==> config.mk <==
export PLATFORM = sky130hd
export DESIGN_NAME = histo_equalize_ctrl
export DESIGN_NICKNAME = d
export VERILOG_FILES = /design/src/rtl/histo_equalize_ctrl.sv
export SDC_FILE = /design/constraint.sdc
export NUM_CORES = 2
export LEC_CHECK = 0
export BUFFER_PORTS_ARGS = -buffer_cell sky130_fd_sc_hd__buf_2
export CORE_MARGIN = 4
export CORE_UTILIZATION = 30
export CTS_BUF_LIST = sky130_fd_sc_hd__clkbuf_4
export DETAILED_ROUTE_END_ITERATION = 7
export GPL_TIMING_DRIVEN = 0
export HOLD_SLACK_MARGIN = 0.1
export PLACE_DENSITY = 0.43
export RECOVER_POWER = 50
export SYNTH_ARGS = -nofsm -noshare
export SYNTH_HDL_FRONTEND = slang
export SYNTH_SLANG_ARGS = --single-unit
==> constraint.sdc <==
create_clock -name clk -period 8.3 [get_ports clk]
set_input_delay 0.83 -clock clk [delete_from_list [all_inputs] [get_ports clk]]
set_output_delay 0.83 -clock clk [all_outputs]
set_load 0.1 [all_outputs]
==> src/rtl/histo_equalize_ctrl.sv <==
// Histogram-equalization sequencer: accumulates a 256-bin histogram burst into a CDF and builds an 8-bit remap LUT.
// LUT entry written 2 cycles after its bin; bank swap on the first vsync edge once the table is complete; remap 1 cycle.
// No backpressure: the remap path never stalls; malformed or rejected bursts are flagged on po_frame_err and dropped.
module histo_equalize_ctrl #(
  parameter int IMG_WIDTH   = 480,
  parameter int IMG_HEIGHT  = 272,
  parameter int GRAY_LEVEL  = 256,
  parameter int SCALE_SHIFT = 24
) (
  input  logic        clk,
  input  logic        rst,
  input  logic        pi_vsync,
  input  logic        pi_histo_vld,
  input  logic [63:0] pi_histo_data,
  input  logic        pi_data_vld,
  input  logic [7:0]  pi_data,
  output logic        po_data_vld,
  output logic [7:0]  po_data,
  output logic        po_lut_ready,
  output logic        po_frame_err
);

  // 255 * 2^SCALE_SHIFT / pixel count; 32768 at 480x272 with a 24-bit shift
  localparam logic [63:0] SCALE = (64'd255 << SCALE_SHIFT) / (64'(IMG_WIDTH) * 64'(IMG_HEIGHT));

  typedef enum logic [1:0] {IDLE, ACCUM, FLUSH, PENDING} state_t;

  state_t      state_q;
  logic [1:0]  vsync_dd_q;
  logic        vsync_edge;
  logic [63:0] cdf_q;
  logic [7:0]  bin_cnt_q;
  logic        flush_cnt_q;
  logic        rej_q;
  logic        act_bank_q;
  logic        lut_ready_q;
  logic        frame_err_q;

  // stage 1 is the CDF register itself plus the bin index that produced it
  logic        s1_vld_q;
  logic [7:0]  s1_idx_q;
  logic        s2_vld_q;
  logic [7:0]  s2_idx_q;
  logic [63:0] prod_q;
  logic        s2_sat_q;
  logic [63:0] prod_d;
  logic [63:0] scaled;
  logic [7:0]  lut_d;

  logic [7:0]  bank0_q [GRAY_LEVEL];
  logic [7:0]  bank1_q [GRAY_LEVEL];
  logic [7:0]  data_q;
  logic        data_vld_q;

  assign vsync_edge = (vsync_dd_q == 2'b01);

  // vsync history for rising-edge detection
  always_ff @(posedge clk) begin
    if (rst) vsync_dd_q <= 2'b00;
    else     vsync_dd_q <= {vsync_dd_q[0], pi_vsync};
  end

  // burst sequencer: accumulate, drain the scale pipe, then wait for a frame start to commit
  always_ff @(posedge clk) begin
    if (rst) begin
      state_q     <= IDLE;
      cdf_q       <= 64'd0;
      bin_cnt_q   <= 8'd0;
      flush_cnt_q <= 1'b0;
      rej_q       <= 1'b0;
      act_bank_q  <= 1'b0;
      lut_ready_q <= 1'b0;
      frame_err_q <= 1'b0;
      s1_vld_q    <= 1'b0;
      s1_idx_q    <= 8'd0;
    end else begin
      frame_err_q <= 1'b0;
      s1_vld_q    <= 1'b0;
      // a rejected burst is ignored until its valid drops, so its tail is never taken as a new burst
      if (!pi_histo_vld) rej_q <= 1'b0;
      case (state_q)
        IDLE: begin
          if (pi_histo_vld && !rej_q) begin
            cdf_q     <= pi_histo_data;
            bin_cnt_q <= 8'd1;
            s1_vld_q  <= 1'b1;
            s1_idx_q  <= 8'd0;
            state_q   <= ACCUM;
          end
        end
        ACCUM: begin
          if (pi_histo_vld) begin
            cdf_q     <= cdf_q + pi_histo_data;
            bin_cnt_q <= bin_cnt_q + 8'd1;
            s1_vld_q  <= 1'b1;
            s1_idx_q  <= bin_cnt_q;
            if (bin_cnt_q == 8'd255) begin
              flush_cnt_q <= 1'b0;
              state_q     <= FLUSH;
            end
          end else begin
            // short burst: the inactive bank keeps whatever was written, nothing is committed
            frame_err_q <= 1'b1;
            cdf_q       <= 64'd0;
            bin_cnt_q   <= 8'd0;
            state_q     <= IDLE;
          end
        end
        FLUSH: begin
          flush_cnt_q <= 1'b1;
          if (flush_cnt_q) state_q <= PENDING;
        end
        PENDING: begin
          if (vsync_edge) begin
            act_bank_q  <= ~act_bank_q;
            lut_ready_q <= 1'b1;
            state_q     <= IDLE;
          end
          if (pi_histo_vld && !rej_q) begin
            frame_err_q <= 1'b1;
            rej_q       <= 1'b1;
          end
        end
        default: state_q <= IDLE;
      endcase
    end
  end

  assign prod_d = {32'd0, cdf_q[31:0]} * SCALE;
  assign scaled = prod_q >> SCALE_SHIFT;
  // any CDF bits above 32 mean the product is meaningless, so clamp like any other overflow
  assign lut_d  = (s2_sat_q || (scaled > 64'd255)) ? 8'hFF : scaled[7:0];

  // stage 2: scale the CDF and carry the overflow flag alongside
  always_ff @(posedge clk) begin
    if (rst) begin
      s2_vld_q <= 1'b0;
      s2_idx_q <= 8'd0;
      prod_q   <= 64'd0;
      s2_sat_q <= 1'b0;
    end else begin
      s2_vld_q <= s1_vld_q;
      s2_idx_q <= s1_idx_q;
      prod_q   <= prod_d;
      s2_sat_q <= |cdf_q[63:32];
    end
  end

  // LUT write into the bank not currently used by the pixel stream
  always_ff @(posedge clk) begin
    if (s2_vld_q) begin
      if (act_bank_q) bank0_q[s2_idx_q] <= lut_d;
      else            bank1_q[s2_idx_q] <= lut_d;
    end
  end

  // pixel remap through the active bank, identity until a table has been committed
  always_ff @(posedge clk) begin
    if (rst) begin
      data_vld_q <= 1'b0;
      data_q     <= 8'd0;
    end else begin
      data_vld_q <= pi_data_vld;
      if (lut_ready_q) data_q <= act_bank_q ? bank1_q[pi_data] : bank0_q[pi_data];
      else             data_q <= pi_data;
    end
  end

  assign po_data_vld  = data_vld_q;
  assign po_data      = data_q;
  assign po_lut_ready = lut_ready_q;
  assign po_frame_err = frame_err_q;

endmodule

==> out/qor.txt <==
vias in the first global route: 93900
Least-Margin Pin Slew: 5.23 ns
DP HPWL: 449000 um
first-pass GRT wire length: 855000 um
H-tree level count: 7
Post-Syn Area per Cell: 21.6 um2
post-synthesis sequential area ratio: 75.6%
crit path DAT: 7.87 ns
top cell type by total area after synthesis: edfxtp_1
gpl congestion: 0.897
ys flop type: edfxtp_1
failing checks: capacitance limit, slew limit
Clock Skews: 0.102 ns
# clock sinks: 4228
max_cap viols: 21
Via density: 5.45
pin count of the biggest net entering global routing: 89
EDFF count, synth: 4096
wire length per cell: 37.5 um
clock network power share: 40.5%
Filler cells: 51800
Synth area leaders: edfxtp_1 (74%), mux4_2 (17%), dfxtp_1 (1.6%), nor2_1 (1.5%), clkbuf_1 (0.68%)
net switching power: 11300 uW
Syn Nets: 7826
r2r setup slk: 1.63 ns
row count: 273
remaining antenna violation count: 0
Core ar.: 0.552 mm2
worst hold slack: 0.384 ns
Int Power: 34600 uW
Async SR Flop Fraction: 0%
clk slew on worst S/H paths: 0.06 ns
Logic pwr share: 7.8%
r2r startpoint: prod_q[46]
global route total overflow: 0
via count: 94500
minimum clock period: 6.67 ns
CTS tree: yes
# hold bufs at CTS: 192
IO Count: 88
die area: 0.566 mm2
crit-path max FO: 88
CP max-delay cell: or2_0
Setup-failing EPs final: 0
hold path depth: 5
cells after synthesis: 7684
Overall Power: 45800 uW
latest clock arrival within the worst-skew pair: 1.71 ns
switching portion of total power: 24.6%
initial core utilization: 30.1%
worst vdd ir: 138 uV
initial DRC count: 12500
Hold Path Origin: pi_histo_data[61]
Hold Path End: cdf_q[61]
Rel. slew slack: -249%
Synth top area share: 74.0%
Post-synth top cells: edfxtp_1 (4096), mux4_2 (1288), nor2_1 (642)
Die Wd: 752 um
# resized after CTS: 0
CTS Buffer Depth: 5
CTS buffer count: 1214
reg2reg path depth: 5
Yosys warnings: 0
total global-route track usage: 22.6%
RSZ-0062 raised after global routing: no
crit end category: register
die height: 752 um
Post-Route WL: 650000 um
Achievable Freq: 150 MHz
startpoint types: register
worst setup path category: register to register
router iterations before antenna repair: 8
leakage: 0.0605 uW
share of cells above drive strength 1: 35.4%
initial antenna violation count: 94
post-CTS setup buffer count: 0
most common cell in the netlist: edfxtp_1
Finished Core Util: 35.2%
DRC Markers: 0
I/O Buffers: 82
sequential power share: 51.6%
CP peak stage delay: 3.70 ns
Distinct cells, synth: 73
critical path required time: 9.50 ns
Syn Std Cell Area: 0.166 mm2
RR Endpoint: bank1_q[44][7]
crit path cell chain: nor4_1 -> nand4_1 -> or2_0 -> buf_16 -> clkbuf_2
final net count: 9435
Slew Viols, Final: 992
fin crit share: 80.4%
PwrDens: 236 mW/mm2
Area growth syn-to-layout: 17.1%
HP Class: input port to register
root buffer cell: clkbuf_4
Hold Vio Cnt, Final: 0
Yosys reg bits: 4228
status: finished, violations left
-- cells in the final DEF (no fill, tap or decap), types with 100 or more instances in the layout --
cell	instances
a21oi_1	118
buf_2	218
clkbuf_1	219
clkbuf_2	103
clkbuf_4	1736
clkinv_1	147
dfxtp_1	132
dlygate4sd3_1	192
edfxtp_1	4096
mux4_2	1288
nand2_1	100
nor2_1	638
-- routing by layer --
layer	track usage, %	part of all wire, %
met1	30.0	40
met3	5.75	8.7
met2	35.5	47
met4	9.32	3.7
met5	0	0.018
-- metrics by stage --
| step | setup WS, ns | std cells | TNS, ns | instance area [um2] |
|---|---|---|---|---|
| 2_1_floorplan | 3.44 | 7684 | 0 | 166000 |
| 3_3_place_gp | -2.78 | 15100 | -5081.33 | 176000 |
| 3_5_place_dp | 1.07 | 15200 | 0 | 179000 |
| 4_1_cts | 2.87 | 17300 | 0 | 195000 |
| 5_1_grt | 1.37 | 17300 | 0 | 194000 |
| 6_report | 1.63 | 17300 | 0 | 195000 |
-- critical path: cells and delay by family (launching register included) --
kind                   cells  cell delay, ns
flip-flops                 1            0.31
buffers and inverters      2            1.53
AND/OR/NAND/NOR            3            4.06
-- sequential cells by signal, summed over array words and instances (netlist names), 2 cells and up, named ones only --
register    count
bank0_q      2048
s2_idx_q        8
bin_cnt_q       8
vsync_dd_q      2
s1_idx_q        8
po_data         8
bank1_q      2048
cdf_q          64
prod_q         23
-- worst max path at each step --
stage	startpoint	to	slack, ns	cells after the start
floorplan	prod_q[46]	bank0_q[0][0]	3.44	3
global placement	pi_data[1]	po_data[1]	-2.78	10
detailed placement	pi_data[1]	po_data[4]	1.07	11
CTS	s2_idx_q[0]	bank0_q[223][6]	2.87	7
global route	prod_q[39]	bank1_q[45][7]	1.37	5
finish	prod_q[46]	bank1_q[44][7]	1.63	5
-- layout make-up --
class	instances	area [um2]	share of cell area [%]
sequential	4228	126000	64.6
timing repair buffer	393	4900	2.52
inverter	27	101	0.0521
buffer	479	2180	1.12
clock inverter	196	1000	0.516
clock buffer	1735	13000	6.70
tap	7287	9120	4.69
antenna	50	125	0.0643
multi-input combinational	2950	38400	19.8
-- kinds of logic after synthesis --
| group | Yosys count | synth area share (%) |
|---|---|---|
| AOI/OAI and AO/OA | 482 | 2.05 |
| xor gates and xnor gates | 61 | 0.322 |
| and+or+nand+nor | 1052 | 2.77 |
| DFF | 4228 | 75.6 |
| muxes | 1290 | 17.5 |
| buffers and inverters | 506 | 1.27 |
| adders and majority gates | 65 | 0.494 |
-- power by group through the flow --
stage | combinational (uW) | clock (uW) | sequential (uW)
after floorplan | 1660 | 0 | 24200
after global placement | 3260 | 0 | 24400
after detailed placement | 3500 | 0 | 24100
after CTS | 3600 | 19000 | 23600
after global routing | 3700 | 20200 | 23700
final | 3600 | 18600 | 23700
No activity file was read; power rests on OpenSTA's default activity.
